**src/rtl/uart_tx_sched_pkg.sv**
```systemverilog
// uart_tx_sched_pkg: shared constants for the UART transmit scheduler.
//   state_t        - scheduler FSM states
//   SRC_RF/SRC_ALU - requester indices used by the arbiter grant vector
//   BYTES_*        - bytes per frame for each source
//   DEF_*          - default gap/watchdog parameter values
package uart_tx_sched_pkg;

    typedef enum logic [2:0] {
        ST_IDLE,
        ST_ARM,
        ST_STROBE,
        ST_WAIT_HI,
        ST_WAIT_LO,
        ST_GAP
    } state_t;

    localparam int SRC_RF  = 0;
    localparam int SRC_ALU = 1;

    localparam logic [1:0] BYTES_RF  = 2'd1;
    localparam logic [1:0] BYTES_ALU = 2'd2;

    localparam int DEF_GAP_CYCLES = 2;
    localparam int DEF_TIMEOUT    = 16;

endpackage

```
**src/rtl/uart_tx_sched_if.sv**
```systemverilog
// uart_tx_sched_if: request sources and UART_TX handshake of the scheduler.
//   rf_data/rf_vld/rf_ack    - register-file byte request
//   alu_data/alu_vld/alu_ack - 16-bit ALU result request
//   tx_p_data/tx_data_valid  - byte and strobe to UART_TX
//   tx_busy                  - UART_TX Busy
//   sched_busy/err           - scheduler status
// master: the scheduler; slave: the sources and serializer around it.
interface uart_tx_sched_if #(
    parameter int DATA_WIDTH = 8
);
    logic [DATA_WIDTH-1:0]   rf_data;
    logic                    rf_vld;
    logic                    rf_ack;
    logic [2*DATA_WIDTH-1:0] alu_data;
    logic                    alu_vld;
    logic                    alu_ack;
    logic [DATA_WIDTH-1:0]   tx_p_data;
    logic                    tx_data_valid;
    logic                    tx_busy;
    logic                    sched_busy;
    logic                    err;

    modport master (
        input  rf_data, rf_vld, alu_data, alu_vld, tx_busy,
        output rf_ack, alu_ack, tx_p_data, tx_data_valid, sched_busy, err
    );

    modport slave (
        output rf_data, rf_vld, alu_data, alu_vld, tx_busy,
        input  rf_ack, alu_ack, tx_p_data, tx_data_valid, sched_busy, err
    );
endinterface

```
**src/rtl/rr_arb2.sv**
```systemverilog
// rr_arb2: two-requester round-robin arbiter.
//   clk, rst - clock, async active-high reset
//   en       - grants allowed this cycle
//   req[1:0] - requests (bit 0 = RF, bit 1 = ALU)
//   gnt[1:0] - one-hot combinational grant
// The pointer moves to the loser after every grant, so a lone requester
// is served immediately and contention alternates.
module rr_arb2 (
    input  logic       clk,
    input  logic       rst,
    input  logic       en,
    input  logic [1:0] req,
    output logic [1:0] gnt
);
    logic ptr;  // 0: requester 0 favoured on a tie

    always_comb begin
        gnt = 2'b00;
        if (en) begin
            if (req == 2'b11) gnt = ptr ? 2'b10 : 2'b01;
            else              gnt = req;
        end
    end

    always_ff @(posedge clk or posedge rst) begin
        if (rst)       ptr <= 1'b0;
        else if (|gnt) ptr <= gnt[0];
    end
endmodule

```
**src/rtl/uart_tx_sched.sv**
```systemverilog
// uart_tx_sched: arbitrates RF (1 byte) and ALU (2 bytes, LSB first)
// results onto a shared UART_TX, sequencing DATA_VALID/Busy per byte with
// an inter-byte gap and a watchdog on Busy rising.
//   clk, rst - clock, async active-high reset
//   bus      - uart_tx_sched_if.master (sources, UART_TX handshake, status)
// All outputs are registered from next-state decode.
module uart_tx_sched
    import uart_tx_sched_pkg::*;
#(
    parameter int DATA_WIDTH = 8,
    parameter int GAP_CYCLES = DEF_GAP_CYCLES,
    parameter int TIMEOUT    = DEF_TIMEOUT
) (
    input logic               clk,
    input logic               rst,
    uart_tx_sched_if.master   bus
);
    localparam int DW = DATA_WIDTH;
    localparam int GW = $clog2(GAP_CYCLES) + 1;
    localparam int WW = $clog2(TIMEOUT) + 1;
    // GAP_CYCLES = 0 still spends one cycle in GAP
    localparam logic [GW-1:0] GAP_LAST = GW'((GAP_CYCLES > 0) ? GAP_CYCLES - 1 : 0);
    localparam logic [WW-1:0] WD_LAST  = WW'(TIMEOUT - 1);
    localparam logic [WW-1:0] WD_MAX   = WW'(TIMEOUT);

    state_t          state, state_nx;
    logic [2*DW-1:0] shreg;
    logic [1:0]      byte_cnt;
    logic [GW-1:0]   gap_cnt;
    logic [WW-1:0]   wd_cnt;
    logic [1:0]      gnt;
    logic            gap_done, wd_expired;
    logic            rf_ack_d, alu_ack_d, tx_dv_d, sbusy_d, err_d;
    logic [DW-1:0]   tx_pd_d;

    rr_arb2 u_arb (
        .clk (clk),
        .rst (rst),
        .en  (state == ST_IDLE),
        .req ({bus.alu_vld, bus.rf_vld}),
        .gnt (gnt)
    );

    assign gap_done   = (gap_cnt >= GAP_LAST);
    // WAIT_HI has lasted TIMEOUT cycles once this is seen
    assign wd_expired = (wd_cnt >= WD_LAST);

    // state + registered outputs
    always_ff @(posedge clk or posedge rst) begin
        if (rst) begin
            state             <= ST_IDLE;
            bus.rf_ack        <= 1'b0;
            bus.alu_ack       <= 1'b0;
            bus.tx_data_valid <= 1'b0;
            bus.tx_p_data     <= '0;
            bus.sched_busy    <= 1'b0;
            bus.err           <= 1'b0;
        end else begin
            state             <= state_nx;
            bus.rf_ack        <= rf_ack_d;
            bus.alu_ack       <= alu_ack_d;
            bus.tx_data_valid <= tx_dv_d;
            bus.tx_p_data     <= tx_pd_d;
            bus.sched_busy    <= sbusy_d;
            bus.err           <= err_d;
        end
    end

    always_comb begin
        state_nx = state;
        case (state)
            ST_IDLE:    if (|gnt) state_nx = ST_ARM;
            ST_ARM:     if (!bus.tx_busy) state_nx = ST_STROBE;
            ST_STROBE:  state_nx = ST_WAIT_HI;
            ST_WAIT_HI: begin
                if (bus.tx_busy)     state_nx = ST_WAIT_LO;
                else if (wd_expired) state_nx = ST_IDLE;
            end
            ST_WAIT_LO: if (!bus.tx_busy) state_nx = ST_GAP;
            ST_GAP:     if (gap_done) state_nx = (byte_cnt != 2'd0) ? ST_ARM : ST_IDLE;
            default:    state_nx = ST_IDLE;
        endcase
    end

    always_comb begin
        rf_ack_d  = (state == ST_IDLE) && gnt[SRC_RF];
        alu_ack_d = (state == ST_IDLE) && gnt[SRC_ALU];
        tx_dv_d   = (state_nx == ST_STROBE);
        // byte is held from one strobe to the next
        tx_pd_d   = (state_nx == ST_STROBE) ? shreg[DW-1:0] : bus.tx_p_data;
        sbusy_d   = (state_nx != ST_IDLE);
        err_d     = (state == ST_WAIT_HI) && !bus.tx_busy && wd_expired;
    end

    // payload shift register and counters
    always_ff @(posedge clk or posedge rst) begin
        if (rst) begin
            shreg    <= '0;
            byte_cnt <= 2'd0;
            gap_cnt  <= '0;
            wd_cnt   <= '0;
        end else begin
            case (state)
                ST_IDLE: begin
                    if (gnt[SRC_RF]) begin
                        shreg    <= {{DW{1'b0}}, bus.rf_data};
                        byte_cnt <= BYTES_RF;
                    end else if (gnt[SRC_ALU]) begin
                        shreg    <= bus.alu_data;
                        byte_cnt <= BYTES_ALU;
                    end
                end
                ST_STROBE: wd_cnt <= '0;
                ST_WAIT_HI: begin
                    if (wd_cnt != WD_MAX) wd_cnt <= wd_cnt + 1'b1;
                    // timeout abandons whatever is left of the frame
                    if (!bus.tx_busy && wd_expired) byte_cnt <= 2'd0;
                end
                ST_WAIT_LO: begin
                    if (!bus.tx_busy) begin
                        shreg   <= shreg >> DW;
                        gap_cnt <= '0;
                        if (byte_cnt != 2'd0) byte_cnt <= byte_cnt - 1'b1;
                    end
                end
                ST_GAP: if (!gap_done) gap_cnt <= gap_cnt + 1'b1;
                default: ;
            endcase
        end
    end
endmodule

```
**src/flat_wrapper.sv**
```systemverilog
// flat-port wrapper written by rule: the top's interface ports become plain ports
module uart_tx_sched_flat import uart_tx_sched_pkg::*;
#(
    parameter int DATA_WIDTH = 8,
    parameter int GAP_CYCLES = DEF_GAP_CYCLES,
    parameter int TIMEOUT    = DEF_TIMEOUT
)
  (clk, rst, bus_rf_data, bus_rf_vld, bus_alu_data, bus_alu_vld, bus_tx_busy, bus_rf_ack, bus_alu_ack, bus_tx_p_data, bus_tx_data_valid, bus_sched_busy, bus_err);
  uart_tx_sched_if #(.DATA_WIDTH(DATA_WIDTH)) bus_i ();
  input logic clk;
  input logic rst;
  input wire logic [$bits(bus_i.rf_data)-1:0] bus_rf_data;
  input wire logic [$bits(bus_i.rf_vld)-1:0] bus_rf_vld;
  input wire logic [$bits(bus_i.alu_data)-1:0] bus_alu_data;
  input wire logic [$bits(bus_i.alu_vld)-1:0] bus_alu_vld;
  input wire logic [$bits(bus_i.tx_busy)-1:0] bus_tx_busy;
  output wire logic [$bits(bus_i.rf_ack)-1:0] bus_rf_ack;
  output wire logic [$bits(bus_i.alu_ack)-1:0] bus_alu_ack;
  output wire logic [$bits(bus_i.tx_p_data)-1:0] bus_tx_p_data;
  output wire logic [$bits(bus_i.tx_data_valid)-1:0] bus_tx_data_valid;
  output wire logic [$bits(bus_i.sched_busy)-1:0] bus_sched_busy;
  output wire logic [$bits(bus_i.err)-1:0] bus_err;
  assign bus_i.rf_data = bus_rf_data;
  assign bus_i.rf_vld = bus_rf_vld;
  assign bus_i.alu_data = bus_alu_data;
  assign bus_i.alu_vld = bus_alu_vld;
  assign bus_i.tx_busy = bus_tx_busy;
  assign bus_rf_ack = bus_i.rf_ack;
  assign bus_alu_ack = bus_i.alu_ack;
  assign bus_tx_p_data = bus_i.tx_p_data;
  assign bus_tx_data_valid = bus_i.tx_data_valid;
  assign bus_sched_busy = bus_i.sched_busy;
  assign bus_err = bus_i.err;
  uart_tx_sched #(.DATA_WIDTH(DATA_WIDTH), .GAP_CYCLES(GAP_CYCLES), .TIMEOUT(TIMEOUT)) u_core (.clk(clk), .rst(rst), .bus(bus_i));
endmodule
```
**config.mk**
```make
export PLATFORM = sky130hd
export DESIGN_NAME = uart_tx_sched_flat
export DESIGN_NICKNAME = d
export VERILOG_FILES = /design/src/rtl/uart_tx_sched_pkg.sv /design/src/rtl/uart_tx_sched_if.sv /design/src/rtl/rr_arb2.sv /design/src/rtl/uart_tx_sched.sv /design/src/flat_wrapper.sv
export SDC_FILE = /design/constraint.sdc
export NUM_CORES = 1
export LEC_CHECK = 0
export ABC_AREA = 1
export CAP_MARGIN = 20
export CORE_ASPECT_RATIO = 2
export CORE_MARGIN = 2
export CORE_UTILIZATION = 50
export DETAILED_ROUTE_END_ITERATION = 6
export PLACE_DENSITY = 0.78
export SLEW_MARGIN = 5
export SYNTH_ARGS = -nofsm -noshare
export SYNTH_HDL_FRONTEND = slang
export SYNTH_HIERARCHICAL = 1
export SYNTH_SLANG_ARGS = --single-unit
```
**constraint.sdc**
```tcl
create_clock -name clk -period 2.71 [get_ports clk]
set_input_delay 0.271 -clock clk [delete_from_list [all_inputs] [get_ports clk]]
set_output_delay 0.271 -clock clk [all_outputs]
set_load 0.02 [all_outputs]
```
==> results of run 1 <==
-- Yosys cell counts --
cell type | n | area, sq um
buf_2 | 2 | 10.0
o21ai_0 | 26 | 130
o21ai_1 | 5 | 25.0
nand2_4 | 1 | 11.3
nand2_1 | 71 | 267
o211ai_1 | 1 | 7.51
buf_4 | 3 | 22.5
inv_2 | 3 | 11.3
o21bai_1 | 2 | 15.0
inv_1 | 40 | 150
ha_1 | 5 | 62.6
o21ai_4 | 1 | 16.3
nand2_2 | 2 | 12.5
dfrtp_1 | 42 | 1050
o31ai_1 | 1 | 7.51
a21oi_1 | 2 | 10.0
nor2_1 | 14 | 52.6
buf_6 | 1 | 11.3
clkbuf_1 | 1 | 3.75
clkinv_1 | 1 | 3.75
nor2_4 | 2 | 22.5
or2_2 | 2 | 12.5
nor3_2 | 1 | 10.0
nand4_1 | 2 | 12.5
nand3_1 | 37 | 185
-- worst reg2reg max path: stages, from the launching register on --
cell	delay, ns
dfrtp_1	0.46
nor2_4	0.21
nand2_2	0.13
inv_1	0.09
nand2_1	0.07
a21oi_1	0.17
nor2_1	0.14
o21ai_4	0.54
nand3_1	0.18
o21ai_0	0.11
-- power breakdown --
part	internal, uW	switching, uW	total, uW
registers	883	129	1010
clock network	205	214	418
logic	460	757	1220
-- cells by family after synthesis --
group	share of synthesized area
AO/OA/AOI/OAI	0.0996
AND/OR/NAND/NOR	0.276
adder cells (fa/ha/maj)	0.0295
flip-flops	0.495
buffers and inverters	0.100
-- layer usage --
layer  vias up  share of wire  track usage  wire [microns]
li1        928              -            -               -
met1       824           0.39        0.230            1680
met2        61           0.54        0.351            2330
met3        14          0.038       0.0202             165
met4         0          0.033        0.113             144
met5         -              0            0               0
-- sequential cells by signal, summed over array words and instances, names as in the netlist --
signal,cells
u_core/byte_cnt,2
u_core/bus.sched_busy,1
u_core/bus.tx_data_valid,1
u_core/bus.rf_ack,1
u_core/bus.alu_ack,1
u_core/bus.err,1
u_core/state,3
u_core/gap_cnt,2
u_core/wd_cnt,5
u_core/bus.tx_p_data,8
u_core/u_arb/ptr,1
u_core/shreg,16
-- how the worst max path moves through the flow --
stage                     cells after the start                        endpoint  slack [ns]                      start
after global placement                       13     u_core/shreg[2]$_DFFE_PP0P_        0.65  u_core/state[1]$_DFF_PP0_
final                                         9     u_core/shreg[4]$_DFFE_PP0P_        0.55  u_core/state[1]$_DFF_PP0_
after global routing                          9     u_core/shreg[7]$_DFFE_PP0P_        0.33  u_core/state[1]$_DFF_PP0_
after CTS                                     9     u_core/shreg[4]$_DFFE_PP0P_        0.56  u_core/state[1]$_DFF_PP0_
after floorplan                              12  u_core/byte_cnt[0]$_DFFE_PP0P_        1.02  u_core/state[1]$_DFF_PP0_
after detailed placement                     13     u_core/shreg[3]$_DFFE_PP0P_        0.59  u_core/state[1]$_DFF_PP0_
-- cell type report --
type / count / area, sq um / area share
tap: 52 / 65.1 / 0.0244
sequential: 42 / 1050 / 0.395
timing repair buffer: 43 / 425 / 0.160
multi-input combinational: 175 / 860 / 0.323
clock buffer: 6 / 82.6 / 0.0310
clock inverter: 2 / 12.5 / 0.00470
inverter: 44 / 165 / 0.0621
-- metrics by stage --
| step | power [uW] | std cells |
|---|---|---|
| after floorplan | 1880 | 268 |
| after global placement | 2200 | 356 |
| after detailed placement | 2240 | 356 |
| after CTS | 2670 | 364 |
| after global routing | 2880 | 364 |
| final | 2650 | 364 |
==> key figures, run 1 <==
Setup path
  – R2R Path Start: u_core/state[1]$_DFF_PP0_
  – Slowest CP cell: o21ai_4
  – Worst path max stage delay: 0.54 ns
  – Reg2Reg Setup Slack: 0.55 ns
  – Crit path DAT: 2.37 ns
  – FF-to-FF path depth: 9
  – Critical path fanouts, max: 32
  – CP top delay family: compound AO/OA/AOI/OAI gates
  – Crit path buf inv count: 1
  – Reg-to-Reg End: u_core/shreg[4]$_DFFE_PP0P_
  – Crit-path cells: nor2_4 -> nand2_2 -> inv_1 -> nand2_1 -> a21oi_1 -> nor2_1 -> o21ai_4 -> nand3_1 -> o21ai_0
  – Req. time, crit path: 2.93 ns
  – Worst setup EP type: register
  – Kind of critical path: reg2reg
  – CP startpoint kind: register

Floorplanning
  – Chip width: 50.1 microns
  – Die footprint: 4820 sq um
  – Core ar.: 4090 sq um
  – Site Rows: 33
  – Starting Density: 0.519
  – I/O pins: 42
  – Chip height: 96.2 microns

Logic synthesis
  – Synthesized area per cell: 7.92 sq um
  – Netlist cell types: 25
  – Cells after synthesis: 268
  – Mapped Nets: 302
  – Yosys reg bits: 42
  – YS warnings: 6
  – Cell Area, Synth: 2120 sq um
  – Sequential area share after synthesis: 0.495

STA
  – RSZ-0062 raised after global routing: no
  – Worst-margin pin slew: 0.656 ns
  – Slew Limit Headroom: 0.561
  – Hold_ws: 0.146 ns
  – Setup WS post-layout: 0.553 ns
  – Setup Skew: 0.00795 ns
  – Total Neg Setup Slack: 0 ns
  – Crit path time final: 2.16 ns
  – Max Fclk: 0.464 GHz
  – Slew Viols, Final: 0
  – Count of final hold-check violations: 0
  – Final period util: 0.796
  – Final setup fails: 0

Route
  – # DRC: 0
  – 1st-iter DRT viols: 51
  – Final WL: 4.32 mm
  – DR vias/cell: 5.02
  – Routed WL per cell: 11.9 microns
  – Vias: 1,827
  – Routed Antenna Nets: 0
  – First drt pass iteration count: 4

Global route
  – Largest net degree at the start of global routing: 42
  – GRT overflow: 0
  – First-pass GRT wire length: 7.38 mm
  – All-Layer GR Usage: 0.199
  – Vias in the first global route: 1,735
  – Initial antenna violation count: 0

Placement
  – Routability Congestion: 0.808
  – Place WS: 0.592 ns
  – Dpl cell area: 2570 sq um
  – Hpwl dp: 3.20 mm
  – Port Buffer Count: 41

Pwr
  – Leakage: 0.00132 uW
  – Peak supply drop: 697 uV
  – PD cells: 995 nW/um^2

Clock network
  – CTS Hold Bufs: 0
  – Num CTS Buffers: 5
  – H-tree level count: 2
  – PostCTS Resize Cnt: 0
  – Clock sink count: 42
  – Skew-Pair Late Insertion Delay: 0.29 ns
  – CTS max path bufs: 2
  – Setup repair bufs after CTS: 0
  – Clock root buffer master: clkbuf_8
  – CTS tree: built
  – Worst-path clk slew: 0.08 ns

Final layout
  – Layout cells sized above 1: 0.0705
  – Final net count: 345
  – Util after Layout: 0.651
  – Filler Cells Inserted: 359
  – Commonest non-fill, non-tap cell in the layout: nand2_1
  – Layout area overhead: 25.3%
  – Most frequent cells in the layout: nand2_1, dfrtp_1, clkdlybuf4s50_1
  – Design area: 2660 sq um
  – Antenna cells: 0

Status
  – Status: finished, final reports clean

Job
  – Max-Cap Viols: 0

Worst hold path
  – Min-Delay Path Class: in2async
Power figures use the tool's default switching activity.
==> inputs of run 2 (changes only) <==
clock period = 2 ns   (was 2.71 ns; I/O delays follow)
==> key figures, run 2 (same netlist as run 1, synthesis figures left out) <==
Route
  – First drt pass iteration count: 4 (unchanged)
  – Final WL: 4.42 mm (+2.2%)
  – 1st-iter DRT viols: 70 (+37%)
  – DR vias/cell: 5.00 (-0.38%)
  – WL met2: 2.43 mm (+4.1%)
  – Routed length on met1: 1.75 mm (+4.4%)
  – Vias: 1,830 (+0.16%)
  – Top Layer Used: met4
  – Routed WL per cell: 12.1 microns (+1.7%)
  – Routed Antenna Nets: 0 (unchanged)
  – # DRC: 0 (unchanged)
  – Met3 WL: 150 microns (-9.1%)

Worst hold path
  – Min-Delay Path Class: in2async

Setup path
  – Kind of critical path: reg2reg
  – Critical path fanouts, max: 32 (unchanged)
  – Slowest CP cell: dfrtp_2
  – Crit path DAT: 2.09 ns (-0.28 ns)
  – Crit-path cells: nor2_4 -> nand2_2 -> inv_1 -> nand2_1 -> inv_1 -> nand2_1 -> inv_2 -> nor2_1 -> o21ai_4 -> buf_12 -> nand3_1 -> o21ai_0
  – CP startpoint kind: register
  – Req. time, crit path: 2.21 ns (-0.72 ns)
  – Worst path max stage delay: 0.46 ns (-0.08 ns)
  – Worst setup EP type: register

STA
  – Slew Limit Headroom: 0.661 (+0.100)
  – Final period util: 0.941 (+0.145)
  – Total Neg Setup Slack: 0 ns (unchanged)
  – Setup Skew: 0.00341 ns (-0.00454 ns)
  – Max Fclk: 0.531 GHz (+15%)
  – Final setup fails: 0 (unchanged)
  – Slew Viols, Final: 0 (unchanged)
  – Worst-margin pin slew: 0.508 ns (-0.148 ns)
  – Crit path time final: 1.88 ns (-0.274 ns)
  – RSZ-0062 raised after global routing: no
  – Hold_ws: 0.0611 ns (-0.0846 ns)
  – Count of final hold-check violations: 0 (unchanged)

Global route
  – GRT overflow: 0 (unchanged)
  – First-pass GRT wire length: 7.50 mm (+1.6%)
  – Initial antenna violation count: 0 (unchanged)
  – Vias in the first global route: 1,745 (+0.58%)
  – All-Layer GR Usage: 0.206 (+0.00714)
  – Largest net degree at the start of global routing: 42 (unchanged)

Clock network
  – Skew-Pair Late Insertion Delay: 0.29 ns (about the same)
  – CTS max path bufs: 2 (unchanged)
  – Setup repair bufs after CTS: 0 (unchanged)
  – Clock sink count: 42 (unchanged)
  – Worst-path clk slew: 0.08 ns (about the same)
  – Num CTS Buffers: 5 (unchanged)
  – Clock root buffer master: clkbuf_8
  – CTS tree: built
  – H-tree level count: 2 (unchanged)

Final layout
  – Most frequent cells in the layout: nand2_1, clkdlybuf4s50_1, dfrtp_1
  – Commonest non-fill, non-tap cell in the layout: nand2_1
  – Filler Cells Inserted: 326 (-9.2%)
  – Final net count: 347 (+0.58%)
  – Layout area overhead: 28.9%
  – Antenna cells: 0 (unchanged)
  – Reg with most FFs: u_core/shreg
  – Max reg flops: 16 (unchanged)
  – Top Registers: u_core/shreg x16, u_core/bus.tx_p_data x8, u_core/wd_cnt x5
  – Layout cells sized above 1: 0.0892 (+0.0187)

Placement
  – Routability Congestion: 0.873 (+8.0%)
  – Port Buffer Count: 41 (unchanged)
  – Hpwl dp: 3.29 mm (+2.8%)

Floorplanning
  – Starting Density: 0.519 (unchanged)
  – Chip height: 96.2 microns (unchanged)
  – Chip width: 50.1 microns (unchanged)
  – Site Rows: 33 (unchanged)
  – I/O pins: 42 (unchanged)
  – Core ar.: 4090 sq um (unchanged)
  – Die footprint: 4820 sq um (unchanged)

Pwr
  – Peak supply drop: 1170 uV (+68%)
  – Leakage: 0.00135 uW (+2.5%)
  – PD cells: 1420 nW/um^2 (+43%)

Status
  – Status: finished, final reports clean

Job
  – Max-Cap Viols: 0 (unchanged)
==> run 2: metrics by stage <==
step                total power [uW]  cell area, sq um  worst slack (ns)  cells  utilization
finish                          3880              2740             0.117    366        0.669
global route                    4210              2740           0.00188    366        0.669
CTS                             3900              2730            0.0666    366        0.669
detailed placement              3090              2590             0.100    358        0.635
global placement                3040              2590             0.211    358        0.635
floorplan                       2550              2120             0.315    268            -
==> run 2: worst paths after layout <==
kind | to | slack (ns) | start | depth (start not counted)
max | u_core/shreg[4]$_DFFE_PP0P_ | 0.12 | u_core/state[1]$_DFF_PP0_ | 12
min | u_core/u_arb/ptr$_DFFE_PP0P_ | 0.06 | rst | 2
max reg2reg | u_core/shreg[4]$_DFFE_PP0P_ | 0.12 | u_core/state[1]$_DFF_PP0_ | 12
min reg2reg | u_core/gap_cnt[1]$_DFFE_PP0P_ | 0.47 | u_core/gap_cnt[1]$_DFFE_PP0P_ | 2
max in group asynchronous | u_core/state[1]$_DFF_PP0_ | 1.27 | rst | 3
min in group clk | u_core/shreg[15]$_DFFE_PP0P_ | 0.46 | bus_alu_data[15] | 3
==> run 2: cell type report <==
cell class                      count  area (sq um)  share of cell area
Sequential cell                    42          1050               0.385
Clock buffer                        5          68.8              0.0251
Clock inverter                      3          68.8              0.0251
Multi-Input combinational cell    175           862               0.315
Tap cell                           52          65.1              0.0238
Inverter                           44           166              0.0608
Timing Repair Buffer               45           453               0.166
==> run 2: layer usage <==
metal  GRT usage  vias up
met5           0        -
met4       0.109        0
met3      0.0311        7
met2       0.366       49
met1       0.233      835
li1            -      939
==> run 2: worst max-delay path, delay by kind of cell (launching register included) <==
kind | cells | cell delay, ns
and+or+nand+nor | 6 | 0.63
AOI/OAI and AO/OA | 2 | 0.25
buffers and inverters | 4 | 0.44
DFF | 1 | 0.46
==> run 2: what timing repair did <==
action	4_1_cts	5_1_grt
hold buffers	0	0
pin swaps	0	0
resized for setup	1	3
setup endpoints to repair	1	18
==> run 2: power by group <==
part / total, uW / switching, uW / internal [uW]
registers: 1360 / 161 / 1200
logic: 1730 / 1050 / 672
clock network: 794 / 295 / 500
